[src/rtl/mac_sequencer_if.sv]
// Host and MAC-side signals of the matrix-product sequencer.
// master = software/MAC environment, slave = sequencer.
interface mac_sequencer_if #(
    parameter int DW = 4,
    parameter int AW = 8
);
    logic          start;
    logic          busy;
    logic          done;
    logic          wr_en;
    logic          wr_sel;
    logic [3:0]    wr_addr;
    logic [DW-1:0] wr_data;
    logic [3:0]    rd_addr;
    logic [AW-1:0] rd_data;
    logic [DW-1:0] mac_w;
    logic [DW-1:0] mac_x;
    logic          mac_load;
    logic          mac_clear;
    logic [AW-1:0] mac_o;

    modport master (
        output start, wr_en, wr_sel, wr_addr, wr_data, rd_addr, mac_o,
        input  busy, done, rd_data, mac_w, mac_x, mac_load, mac_clear
    );

    modport slave (
        input  start, wr_en, wr_sel, wr_addr, wr_data, rd_addr, mac_o,
        output busy, done, rd_data, mac_w, mac_x, mac_load, mac_clear
    );
endinterface

[src/rtl/mac_sequencer.sv]
// Sequences an NxN matrix product C = A*B onto one external MAC
// (registered multiplier, falling-edge accumulator).
module mac_sequencer #(
    parameter int N  = 2,
    parameter int DW = 4,
    parameter int AW = 8
) (
    input  logic            clk,
    input  logic            clr_n,
    mac_sequencer_if.slave  bus
);
    typedef enum logic [2:0] {IDLE, CLEAR, FEED, DRAIN, DONE} state_t;

    localparam logic [1:0] LAST = 2'(N - 1);

    state_t        state, state_nx;
    logic [1:0]    i, j, k;
    logic [1:0]    i_nx, j_nx, k_nx;
    logic          ld_q;
    logic          wr_ok;

    logic [DW-1:0] a_rf [16];
    logic [DW-1:0] b_rf [16];
    logic [AW-1:0] c_rf [16];

    always_comb begin
        state_nx = state;
        i_nx     = i;
        j_nx     = j;
        k_nx     = k;
        case (state)
            IDLE: begin
                if (bus.start) begin
                    state_nx = CLEAR;
                    i_nx     = 2'd0;
                    j_nx     = 2'd0;
                    k_nx     = 2'd0;
                end
            end
            CLEAR: begin
                state_nx = FEED;
                k_nx     = 2'd0;
            end
            FEED: begin
                if (k == LAST) begin
                    state_nx = DRAIN;
                    k_nx     = 2'd0;
                end else begin
                    k_nx = k + 2'd1;
                end
            end
            DRAIN: begin
                state_nx = CLEAR;
                if (j == LAST) begin
                    j_nx = 2'd0;
                    if (i == LAST) begin
                        state_nx = DONE;
                        i_nx     = 2'd0;
                    end else begin
                        i_nx = i + 2'd1;
                    end
                end else begin
                    j_nx = j + 2'd1;
                end
            end
            DONE:    state_nx = IDLE;
            default: state_nx = IDLE;
        endcase
    end

    // ld_q trails FEED by one cycle so the MAC adds each product the
    // cycle after its operands were presented.
    always_ff @(posedge clk) begin
        if (!clr_n) begin
            state <= IDLE;
            i     <= 2'd0;
            j     <= 2'd0;
            k     <= 2'd0;
            ld_q  <= 1'b0;
        end else begin
            state <= state_nx;
            i     <= i_nx;
            j     <= j_nx;
            k     <= k_nx;
            ld_q  <= (state == FEED);
        end
    end

    assign wr_ok = bus.wr_en && ((state == IDLE) || (state == DONE));

    always_ff @(posedge clk) begin
        if (!clr_n) begin
            for (int n = 0; n < 16; n++) begin
                a_rf[n] <= '0;
                b_rf[n] <= '0;
                c_rf[n] <= '0;
            end
        end else begin
            if (wr_ok) begin
                if (bus.wr_sel) b_rf[bus.wr_addr] <= bus.wr_data;
                else            a_rf[bus.wr_addr] <= bus.wr_data;
            end
            // Accumulator holds the complete sum by the end of DRAIN.
            if (state == DRAIN) c_rf[{i, j}] <= bus.mac_o;
        end
    end

    assign bus.busy      = (state == CLEAR) || (state == FEED) || (state == DRAIN);
    assign bus.done      = (state == DONE);
    assign bus.mac_clear = (state == IDLE) || (state == CLEAR);
    assign bus.mac_load  = ld_q;
    assign bus.mac_w     = (state == FEED) ? a_rf[{i, k}] : '0;
    assign bus.mac_x     = (state == FEED) ? b_rf[{k, j}] : '0;
    assign bus.rd_data   = c_rf[bus.rd_addr];
endmodule

[src/flat_wrapper.sv]
// flat-port wrapper written by rule: the top's interface ports become plain ports
module mac_sequencer_flat 
#(
    parameter int N  = 2,
    parameter int DW = 4,
    parameter int AW = 8
)
  (clk, clr_n, bus_start, bus_wr_en, bus_wr_sel, bus_wr_addr, bus_wr_data, bus_rd_addr, bus_mac_o, bus_busy, bus_done, bus_rd_data, bus_mac_w, bus_mac_x, bus_mac_load, bus_mac_clear);
  mac_sequencer_if #(.DW(DW), .AW(AW)) bus_i ();
  input  logic clk;
  input  logic clr_n;
  input wire logic [$bits(bus_i.start)-1:0] bus_start;
  input wire logic [$bits(bus_i.wr_en)-1:0] bus_wr_en;
  input wire logic [$bits(bus_i.wr_sel)-1:0] bus_wr_sel;
  input wire logic [$bits(bus_i.wr_addr)-1:0] bus_wr_addr;
  input wire logic [$bits(bus_i.wr_data)-1:0] bus_wr_data;
  input wire logic [$bits(bus_i.rd_addr)-1:0] bus_rd_addr;
  input wire logic [$bits(bus_i.mac_o)-1:0] bus_mac_o;
  output wire logic [$bits(bus_i.busy)-1:0] bus_busy;
  output wire logic [$bits(bus_i.done)-1:0] bus_done;
  output wire logic [$bits(bus_i.rd_data)-1:0] bus_rd_data;
  output wire logic [$bits(bus_i.mac_w)-1:0] bus_mac_w;
  output wire logic [$bits(bus_i.mac_x)-1:0] bus_mac_x;
  output wire logic [$bits(bus_i.mac_load)-1:0] bus_mac_load;
  output wire logic [$bits(bus_i.mac_clear)-1:0] bus_mac_clear;
  assign bus_i.start = bus_start;
  assign bus_i.wr_en = bus_wr_en;
  assign bus_i.wr_sel = bus_wr_sel;
  assign bus_i.wr_addr = bus_wr_addr;
  assign bus_i.wr_data = bus_wr_data;
  assign bus_i.rd_addr = bus_rd_addr;
  assign bus_i.mac_o = bus_mac_o;
  assign bus_busy = bus_i.busy;
  assign bus_done = bus_i.done;
  assign bus_rd_data = bus_i.rd_data;
  assign bus_mac_w = bus_i.mac_w;
  assign bus_mac_x = bus_i.mac_x;
  assign bus_mac_load = bus_i.mac_load;
  assign bus_mac_clear = bus_i.mac_clear;
  mac_sequencer #(.N(N), .DW(DW), .AW(AW)) u_core (.clk(clk), .clr_n(clr_n), .bus(bus_i));
endmodule
[config.mk]
export PLATFORM = sky130hd
export DESIGN_NAME = mac_sequencer_flat
export DESIGN_NICKNAME = d
export VERILOG_FILES = /design/src/rtl/mac_sequencer_if.sv /design/src/rtl/mac_sequencer.sv /design/src/flat_wrapper.sv
export SDC_FILE = /design/constraint.sdc
export NUM_CORES = 1
export LEC_CHECK = 0
export BUFFER_PORTS_ARGS = -buffer_cell sky130_fd_sc_hd__buf_4
export CORE_ASPECT_RATIO = 1.2
export CORE_UTILIZATION = 44
export CTS_BUF_LIST = sky130_fd_sc_hd__clkbuf_16
export CTS_CLUSTER_SIZE = 20
export DETAILED_ROUTE_END_ITERATION = 10
export GPL_TIMING_DRIVEN = 0
export SLEW_MARGIN = 10
export SYNTH_ARGS = -nofsm -noshare
export SYNTH_HDL_FRONTEND = slang
export SYNTH_SLANG_ARGS = --single-unit
export TNS_END_PERCENT = 1
[constraint.sdc]
create_clock -name clk -period 3 [get_ports clk]
set_clock_uncertainty 0.05 [all_clocks]
set_input_delay 0.3 -clock clk [delete_from_list [all_inputs] [get_ports clk]]
set_output_delay 0.3 -clock clk [all_outputs]
set_load 0.1 [all_outputs]
After elaboration in Yosys (flattened, before gate mapping):

Memories as Yosys holds them, arrays and structs flattened.
Index checks and enable logic that the tools add are counted.

* register bits: 10
* RAM bits: 256
* input bits: 25
* output and inout bits: 20
* logic and storage cells: 72
* memories: 3

* add/sub/neg operators: 3
* equal/unequal tests: 10
* muxes and demuxes: 36
* reductions and logical operators: 15

Memory list
* u_core.c_rf: depth 16, width 8, read ports 1, clocked after memory_dff 0, wr ports 16, RTL line mac_sequencer.sv:24 `logic [AW-1:0] c_rf [16];`
* u_core.a_rf: depth 16, width 4, read ports 1, clocked after memory_dff 0, wr ports 16, RTL line mac_sequencer.sv:22 `logic [DW-1:0] a_rf [16];`
* u_core.b_rf: depth 16, width 4, read ports 1, clocked after memory_dff 0, wr ports 16, RTL line mac_sequencer.sv:23 `logic [DW-1:0] b_rf [16];`

Operators by type and width (number)
* $mux W4: 7
* $mux W1: 15
* $mux W3: 4
* $pmux W3 S4: 1
* $mux W2: 5
* $mux W8: 1
* $pmux W2 S2: 2
* $reduce_or A4 Y1: 2
* $reduce_or A8 Y1: 1
* $add A2 B1 Y2 const B: 3
* $eq A2 B1 Y1 const B: 3
* $eq A3 B2 Y1 const B: 2
* $pmux W2 S3: 1
* $reduce_and A2 Y1: 3
* $logic_or A1 B1 Y1: 4
* $ne A2 B1 Y1 const B: 2
* $eq A3 B1 Y1 const B: 1
* $eq A3 B3 Y1 const B: 1
* $logic_not A3 Y1: 1
* $reduce_and A3 Y1: 1
* $reduce_bool A3 Y1: 1
* $ne A2 B2 Y1 const B: 1
* $reduce_bool A2 Y1: 1
* $logic_and A1 B1 Y1: 1

Logic depth before layout (Yosys ltp):

Gate-level depths: netlist (run 1).

* word-level depth: 8
* depth in mapped cells: 7
* mapped depth without buffers: 4

Least setup slack after synthesis (run 1):

No wires, ideal clock.

* kind: register to output
* start: reg u_core.k[0]
* end: out bus_mac_x[3]
* arrival time: 3.479 ns
* required time: 2.650 ns
* slack: -0.829 ns
* stages on the path, launching flop included: 6
* path buffers: 2
* path through: dfxtp_1 buf_4 buf_4 nor2_1 mux4_2 o32ai_1

* word-level cells in the longest chain between the ends: 2

Ends and longest elaborated chain
* start, declared: RTL line mac_sequencer.sv:17 `logic [1:0] i, j, k;`
* start signal, assigned: RTL line mac_sequencer.sv:84 `k <= k_nx;`
* $mem_v2 Z16 W4
* $mux W4: RTL line mac_sequencer.sv:113 `assign bus.mac_x = (state == FEED) ? b_rf[{k, j}] : '0;`
* end, declared: RTL line flat_wrapper.sv:23 `output wire logic [$bits(bus_i.mac_x)-1:0] bus_mac_x;`

No other way between the ends.

Worst setup path in the final report (run 1):

* start: reg u_core.k[1]
* end: out bus_mac_w[1]

* word-level cells in the longest chain between the ends: 2

Ends and longest elaborated chain
* $mem_v2 Z16 W4
* $mux W4: RTL line mac_sequencer.sv:112 `assign bus.mac_w = (state == FEED) ? a_rf[{i, k}] : '0;`
* end, declared: RTL line flat_wrapper.sv:22 `output wire logic [$bits(bus_i.mac_w)-1:0] bus_mac_w;`

No other way between the ends.

==> results of run 1 <==
## power groups by stage
stage	Sequential (mW)	Clock, mW	Combinational, mW
CTS	4.26	3.56	0.951
global placement	4.33	0	0.943
detailed placement	4.34	0	0.948
floorplan	4.32	0	0.664
global route	4.27	3.72	0.999
finish	4.26	3.51	0.944
## registers in the layout, summed over array words and instances, names as in the netlist
register             count
u_core.bus.mac_load      1
u_core.j                 2
u_core.a_rf             64
u_core.b_rf             64
u_core.i                 2
u_core.c_rf            128
u_core.k                 2
u_core.state             3
## critical path, stage by stage, from the launching register on
cell      delay, ns
dfxtp_1        0.34
buf_2          0.29
clkbuf_2       0.36
mux4_2         0.37
mux2i_1        0.23
o22ai_1        0.15
buf_4          0.26
## layer usage
metal	global-route usage [%]	vias to the layer above	wire length [um]
met2	37.2	159	15900
met3	2.72	46	1170
met5	0	-	0
met4	5.56	0	651
met1	25.2	3590	11900
li1	-	3396	-
## worst max-delay path by stage
stage                                from  depth (start not counted)  slack (ns)                 end
after floorplan           u_core.state[2]                          3       -0.07            bus_done
after global placement        u_core.j[1]                          3       0.006   u_core.c_rf[3][0]
after detailed placement      u_core.j[1]                          3        0.14  u_core.c_rf[11][6]
after CTS                     u_core.k[0]                          8       -0.05        bus_mac_x[0]
after global routing          u_core.j[0]                          7       0.004        bus_mac_x[1]
final                         u_core.k[1]                          6         0.1        bus_mac_w[1]
## final cells by class
type                            count  area, sq um
Fill cell                        2509        14100
Sequential cell                   266         7890
Multi-Input combinational cell    536         4630
Clock buffer                       29          726
Tap cell                          385          482
Buffer                             65          319
Timing Repair Buffer               41          312
Clock inverter                     23          204
Inverter                            4         15.0
## logic make-up after synthesis
kind of cell    synth area share (%)
simple gates                    18.9
flops                           61.6
mux                             14.2
buf+inv                         2.53
compound gates                  2.70
xor+xnor                      0.0684
## what timing repair did
action / CTS / global route
endpoints found under the setup margin: 8 / 6
setup buffers: 0 / 0
pin swaps: 0 / 1
gates resized for setup: 4 / 8
## per-stage QoR
stage	hold WS (ns)	setup WS, ns	TNS, ns	total power, mW	cells
final	0.0209	0.0988	0	8.71	1349
after global routing	0.0284	0.00382	0	8.99	1349
after CTS	0.00429	-0.0462	-0.118	8.78	1349
after detailed placement	0.579	0.142	0	5.29	1297
after global placement	0.579	0.00623	0	5.28	1297
after floorplan	0.448	-0.0742	-0.0760	4.99	871
## placed cells by master, fill, tap and decap left out, types with 8 or more instances in the layout
cell type    n
o21ai_1      9
o21ai_0     19
and2_1     257
inv_1        8
clkbuf_1    41
dfxtp_1     10
mux4_2      39
buf_4       44
mux4_1      28
edfxtp_1   256
mux2i_1     18
nand2_1     18
nor2_1      38
nor3_2      11
clkbuf_16   29
clkinv_1     8
nand2b_1    29
==> impl_metrics.tcl, run 1 <==
set metrics [dict create \
    status "finished clean" \
    synth_cell_type_count 55 \
    dr.pass1.iters 7 \
    syn_to_final_growth_pct 13.8 \
    ys_ff_latch 266 \
    start_kind "flip-flop" \
    htree_levels 1 \
    via_per_inst 5.33 \
    synth.top_cell.area_share_pct 60.0 \
    synth.avg_cell_area_sq_um 14.7 \
    peakVddDrop_v 0.000433 \
    power.switching_mw 2.11 \
    fin_crit_ns 2.90 \
    syn_nets 896 \
    grt_pass1_vias 7237 \
    post_dp_cell_area_sq_um 13600 \
    fin_area_sq_um 14600 \
    antenna_found_initial 0 \
    relSlewSlack_pct 24.6 \
    worstMarginPinSlew_ns 1.12 \
    powerDensity_nw_per_um2 598 \
    min_path_type "in -> reg" \
    core-area_sq_um 28700 \
    synth.area.top_cells "edfxtp_1, and2_1, mux4_2" \
    switching_share_pct 24.2 \
    synth_edf_count 256 \
    seqPwrFrac_pct 48.9 \
    ys_seq_area_share_pct 61.6 \
    nets 967 \
    fin_crit_sh_pct 96.7 \
    rr_startpoint "u_core.state[2]" \
    post-synth-top-count-cell "and2_1" \
    cp_max_fo 10 \
    min_to "u_core.a_rf[2][0]" \
    slew_violations 0 \
    grt-ovfl-total 0 \
    postCtsHoldBufs 0 \
    drc 0 \
    cp.arrival_ns 2.55 \
    reg2reg_depth 5 \
    die_area_sq_um 29800 \
    clk_pin_slew_worst_paths_ns 0.06 \
    grt_max_degree 14 \
    ys_warn_count 0 \
    portBuffers 41 \
    die_h_um 189 \
    cts_buffers 28 \
    p_comb_share_pct 10.8 \
    clock_power_share_pct 40.3 \
    p_int_mw 6.60 \
    drtIter0Drc 423 \
    utilization_pct 50.8 \
    maxCapViolations 0 \
    leakagePower_nw 5.19 \
    routed_wl_mm 29.6 \
    n_antenna_cell 0 \
    cp.required_ns 2.65 \
    initial_core_util_pct 44.7 \
    syn_inst 871 \
    io_pins 45 \
    timing.rr.end "u_core.c_rf[0][4]" \
    antenna_left 0 \
    finalHoldViolations 0 \
    min_from "bus_wr_data[0]" \
    path_class "reg -> out" \
    cts_tree "built" \
    synth_top_flop_cell "edfxtp_1" \
    wl_per_cell_um 21.9 \
    grt_pass1_wl_mm 44.3 \
    cts_buffer_depth 3 \
    die_w_um 158 \
    cts-root-buf "clkbuf_16" \
    synth_area_sq_um 12800 \
    setup-violations-final 0 \
    timing.fmax_mhz 345 \
    endpoint_kind "output pin" \
    clk_latency_ns 0.54 \
    clock-sinks 266 \
    dpl.hpwl_mm 21.4 \
    synth.largest_area_cell "edfxtp_1" \
    async_reset_ff_share_pct 0 \
    dr_total_vias 7191 \
    drive_above_1_share_pct 17.4 \
    rrSetupSlack_ns 0.30 \
    num_rows 68 \
    min_path_cells 2 \
    place.gp.congestion 0.807 \
    rsz0062_at_grt "no" \
    synthTopCellsByCount "and2_1, edfxtp_1, clkbuf_1" \
    grt_use_total_pct 20.5 \
]
(Power assumes the default switching activity.)
==> run 2, diff against run 1 <==
--- a/config.mk
+++ b/config.mk
@@ -5,13 +5,16 @@
 export SDC_FILE = /design/constraint.sdc
 export NUM_CORES = 1
 export LEC_CHECK = 0
+export ABC_AREA = 1
 export BUFFER_PORTS_ARGS = -buffer_cell sky130_fd_sc_hd__buf_4
 export CORE_ASPECT_RATIO = 1.2
-export CORE_UTILIZATION = 44
+export CORE_UTILIZATION = 60
 export CTS_BUF_LIST = sky130_fd_sc_hd__clkbuf_16
 export CTS_CLUSTER_SIZE = 20
 export DETAILED_ROUTE_END_ITERATION = 10
 export GPL_TIMING_DRIVEN = 0
+export PLACE_DENSITY = 0.78
+export SKIP_LAST_GASP = 1
 export SLEW_MARGIN = 10
 export SYNTH_ARGS = -nofsm -noshare
 export SYNTH_HDL_FRONTEND = slang
==> run 2 against run 1 <==
Core utilization increased by 17 points. Global-route usage increased by 9.9 points. Final area decreased by 4.7%. Die area decreased by 28%. Flip-flop and latch count unchanged. Non-clock buffer count increased by 8. Critical path type unchanged.
==> impl_metrics.tcl, run 2 <==
set metrics [dict create \
    crit_start "u_core.k[0]" \
    endpoint_kind "output pin" \
    antenna_left 0 \
    final_cell_mix "nand2_1, nor2_1, edfxtp_1" \
    synth_area_sq_um 12500 \
    dpl.hpwl_mm 22.4 \
    wl_per_cell_um 18.9 \
    synth_cell_type_count 27 \
    hold_slack_ns 0.105 \
    drc 0 \
    status "finished clean" \
    cts_resized 0 \
    dr_total_vias 9688 \
    start_kind "flip-flop" \
    async_reset_ff_share_pct 0 \
    syn_nets 1374 \
    cts_buffer_depth 3 \
    cts_buffers 25 \
    synth_top_flop_cell "edfxtp_1" \
    finalHoldViolations 0 \
    power_mw 8.20 \
    cts-root-buf "clkbuf_16" \
    syn_inst 1349 \
    postCtsHoldBufs 0 \
    cp_max_fo 10 \
    ys_warn_count 0 \
    cp.arrival_ns 2.56 \
    path_class "reg -> out" \
    clk_pin_slew_worst_paths_ns 0.06 \
    timing.fmax_mhz 344 \
    n_antenna_cell 0 \
    die_area_sq_um 21400 \
    synth_edf_count 256 \
    initial_core_util_pct 61.6 \
    core-area_sq_um 20300 \
    mostFrequentLayoutCell "nand2_1" \
    wl_met2_mm 16.2 \
    largest_reg_flops 128 \
    place.gp.congestion 1.00 \
    grt_use_total_pct 30.4 \
    synth.largest_area_cell "edfxtp_1" \
    worstMarginPinSlew_ns 0.987 \
    fin_crit_ns 2.91 \
    post_cts_buffers 0 \
    leakagePower_nw 5.85 \
    grt_max_degree 15 \
    cp.required_ns 2.65 \
    met3_length_mm 2.53 \
    die_w_um 134 \
    maxCapViolations 0 \
    rsz0062_at_grt "yes" \
    htree_levels 1 \
    peakVddDrop_v 0.000492 \
    dr.pass1.iters 6 \
    relSlewSlack_pct 34.2 \
    grt_pass1_vias 9179 \
    synth.top_cell.area_share_pct 61.4 \
    drtIter0Drc 1137 \
    slew_violations 0 \
    via_per_inst 5.71 \
    portBuffers 39 \
    synth.area.top_cells "edfxtp_1, nand2_1, nor2_1" \
    clock-sinks 266 \
    min_path_type "in -> reg" \
    synth.avg_cell_area_sq_um 9.28 \
    clk_latency_ns 0.52 \
    rr_startpoint "u_core.i[0]" \
    ys_seq_area_share_pct 63.0 \
    ys_ff_latch 266 \
    die_h_um 160 \
    synthTopCellsByCount "nand2_1, nor2_1, edfxtp_1" \
    n_fill_cell 1563 \
    grt-ovfl-total 0 \
    top_layer "met4" \
    instances_no_fill 1698 \
    powerDensity_nw_per_um2 590 \
    regMostFlops "u_core.c_rf" \
    setup-violations-final 0 \
    post-synth-top-count-cell "nand2_1" \
    nets 1440 \
    grt_pass1_wl_mm 48.8 \
    syn_to_final_growth_pct 10.9 \
    antenna_found_initial 0 \
    cts_tree "built" \
    num_rows 57 \
    io_pins 45 \
    routed_wl_mm 32.1 \
    drive_above_1_share_pct 8.03 \
    placed_cells 1653 \
    wirelength_met1_mm 11.5 \
    min_from "bus_wr_data[0]" \
    fin_crit_sh_pct 96.9 \
    largestRegisters "u_core.c_rf x128, u_core.a_rf x64, u_core.b_rf x64" \
]
-- run 2: metal layers --
layer	vias up	GRT usage [%]
li1	4570	-
met1	4482	37.0
met2	522	52.5
met3	114	3.05
met4	0	17.7
met5	-	0
-- run 2: worst paths after layout --
path                            end  slack, ns  depth (start not counted)
setup / recovery       bus_mac_w[0]       0.09                         11
hold / removal    u_core.a_rf[2][0]       0.11                          3
setup reg to reg  u_core.c_rf[4][3]       0.60                          5
hold reg to reg     u_core.state[1]       0.58                          4
-- run 2: critical path, stage by stage (launching register included) --
cell and delay, ns:
dfxtp_1 0.30, buf_2 0.22, inv_1 0.09, nor2_2 0.23, buf_2 0.33, nand2_1 0.08
nand3_1 0.12, nand2_1 0.08, nand2_1 0.10, nor2_1 0.05, nor2_1 0.13, buf_4 0.31
-- run 2: final cells by class --
class / instances / area [sq um] / share of cell area, %
sequential: 266 / 7890 / 56.8
multi-input combinational: 878 / 3840 / 27.7
clock buffer: 25 / 626 / 4.51
inverter: 130 / 488 / 3.52
tap: 265 / 332 / 2.39
buffer: 75 / 308 / 2.22
timing repair buffer: 39 / 293 / 2.11
clock inverter: 20 / 110 / 0.793
-- run 2: kinds of logic (layout without fill, tap and decap cells) --
group / after synthesis / count (layout) / synth area share, %
and+or+nand+nor: 752 / 752 / 24.8
AOI/OAI and AO/OA: 126 / 126 / 5.85
buffers and inverters: 205 / 289 / 6.36
DFF: 266 / 266 / 63.0
-- run 2: per-stage QoR --
step	setup TNS [ns]	cell area (sq um)	worst slack (ns)	utilization, %
after CTS	0	13900	0.0200	68.3
after global routing	-0.139	13900	-0.0512	68.3
after global placement	0	13100	0.581	64.6
final	0	13900	0.0932	68.3
after floorplan	0	12500	0.0748	-
after detailed placement	0	13100	0.576	64.6
-- run 2: report_power, final --
group	internal, mW	switching (mW)
Clock	1.59	1.32
Sequential	4.20	0.0454
Combinational	0.237	0.809
Total	6.02	2.17
==> run 3, diff against run 2 <==
==> constraint.sdc (replaced) <==
create_clock -name clk -period 3 [get_ports clk]
set_clock_uncertainty 0.05 [all_clocks]
set_input_delay 0 -clock clk [delete_from_list [all_inputs] [get_ports clk]]
set_output_delay 0 -clock clk [all_outputs]
set_load 0.1 [all_outputs]
==> run 3 against run 2 <==
Clock-buffer cell count is the same. Final cell count grew 0.94%. Critical path depth is the same. Sequential power is essentially flat. Final area grew 1.1%. Wire length grew 0.58%. Maximum frequency grew 7.2%. Global-route usage grew 0.11 points. Via count grew 1.7%. Critical path type unchanged. Largest cell class unchanged.
==> impl_metrics.tcl, run 3 (synthesized netlist as in run 2, its figures left out) <==
set metrics [dict create \
    status "finished clean" \
    largest_reg_flops 128 \
    min_path_type "in -> reg" \
    cts-root-buf "clkbuf_16" \
    place.gp.congestion 1.00 \
    post_dp_cell_area_sq_um 13100 \
    crit_path_max_incr_delay_ns 0.35 \
    cp_max_fo 10 \
    cts_tree "built" \
    portBuffers 39 \
    cts_buffers 25 \
    num_rows 57 \
    n_antenna_cell 0 \
    hold_slack_ns 0.0618 \
    crit_family "buffers and inverters" \
    path_class "reg -> out" \
    regMostFlops "u_core.c_rf" \
    rr_startpoint "u_core.j[0]" \
    reg2reg_depth 4 \
    fin_crit_ns 2.71 \
    leakagePower_nw 5.92 \
    fin_area_sq_um 14000 \
    htree_levels 1 \
    final_cell_mix "nand2_1, nor2_1, edfxtp_1" \
    min_from "bus_wr_addr[2]" \
    path_buf_inv 4 \
    routed_wl_mm 32.3 \
    finalHoldViolations 0 \
    mostFrequentLayoutCell "nand2_1" \
    clk_pin_slew_worst_paths_ns 0.06 \
    grt_max_degree 15 \
    clock-sinks 266 \
    cp.required_ns 2.95 \
    antenna_left 0 \
    fin_crit_sh_pct 90.4 \
    relSlewSlack_pct 35.9 \
    largestRegisters "u_core.c_rf x128, u_core.a_rf x64, u_core.b_rf x64" \
    crit_slowest_cell "buf_2" \
    tns_ns 0 \
    timing.rr.end "u_core.c_rf[4][3]" \
    powerDensity_nw_per_um2 586 \
    grt-ovfl-total 0 \
    start_kind "flip-flop" \
    die_w_um 134 \
    maxCapViolations 0 \
    grt_use_total_pct 30.5 \
    drtIter0Drc 1060 \
    wl_per_cell_um 18.8 \
    slew_violations 0 \
    cts_resized 0 \
    dr_total_vias 9853 \
    initial_core_util_pct 61.6 \
    syn_to_final_growth_pct 12.1 \
    dr.pass1.iters 5 \
    die_h_um 160 \
    path_cells "buf_2 > inv_1 > nor2_1 > buf_2 > nand2_1 > nand3_1 > nand2_1 > nand2_1 > nor2_1 > nor2_1 > buf_4" \
    clk_latency_ns 0.52 \
    min_path_cells 4 \
    peakVddDrop_v 0.000495 \
    rrSetupSlack_ns 0.52 \
    timing.fmax_mhz 369 \
    setup-violations-final 0 \
    grt_pass1_wl_mm 49.0 \
    die_area_sq_um 21400 \
    worstMarginPinSlew_ns 0.962 \
    grt_pass1_vias 9240 \
    drc 0 \
    endpoint_kind "output pin" \
    cts_buffer_depth 3 \
    drive_above_1_share_pct 7.87 \
    rsz0062_at_grt "no" \
    cp.arrival_ns 2.66 \
    min_to "u_core.b_rf[11][1]" \
    core-area_sq_um 20300 \
    antenna_found_initial 0 \
    dpl.hpwl_mm 22.4 \
    nets 1456 \
    io_pins 45 \
    via_per_inst 5.75 \
]
-- run 3: changes by cell type in the layout (fill, tap and decap cells not counted) --
cell and change:
nor2_4 -1, nor2_1 +1, dlygate4sd3_1 +16
-- run 3: final cells by class --
cell class / instances / area, sq um
Timing Repair Buffer: 55 / 453
Clock inverter: 20 / 110
Inverter: 130 / 488
Clock buffer: 25 / 626
Fill cell: 1545 / 6290
Tap cell: 265 / 332
Sequential cell: 266 / 7890
Buffer: 75 / 308
Multi-Input combinational cell: 878 / 3830
-- run 3: worst min-delay path, delay by kind of cell --
| kind | cells | cell delay (ns) |
|---|---|---|
| and+or+nand+nor | 3 | 0.36 |
| buffers and inverters | 1 | 0.10 |
-- run 3: repair_timing --
action,4_1_cts,5_1_grt
setup buffers,0,0
hold buffers,16,0
endpoints found under the hold margin,85,0
-- run 3: stage by stage --
stage / utilization (%) / power, mW / worst slack, ns / cells
floorplan: - / 5.03 / 0.375 / 1349
global placement: 64.6 / 5.33 / 0.581 / 1653
detailed placement: 64.6 / 5.35 / 0.593 / 1653
CTS: 69.0 / 8.20 / 0.320 / 1714
global route: 69.0 / 8.43 / 0.133 / 1714
finish: 69.0 / 8.23 / 0.289 / 1714
-- run 3: how the worst max path moves through the flow --
stage / startpoint / end / depth (start not counted)
2_1_floorplan: u_core.k[0] / bus_mac_x[0] / 8
3_3_place_gp: u_core.j[0] / u_core.c_rf[4][7] / 4
3_5_place_dp: u_core.j[0] / u_core.c_rf[4][3] / 4
4_1_cts: u_core.k[0] / bus_mac_w[1] / 11
5_1_grt: u_core.k[0] / bus_mac_w[0] / 11
6_report: u_core.k[0] / bus_mac_w[1] / 11
-- run 3: report_power, final --
part           total (mW)  leakage [nW]  switching [mW]  internal [mW]
clock                2.93         0.395            1.33           1.59
sequential           4.24          2.72          0.0452           4.20
combinational        1.06          2.80           0.814          0.249
-- run 3: per-layer routing --
layer,vias to the layer above,track usage [%],part of all wire (%)
met3,112,3.08,7.4
li1,4599,-,-
met4,0,17.8,5.7
met2,563,52.8,50
met1,4579,37.0,36
met5,-,0,0
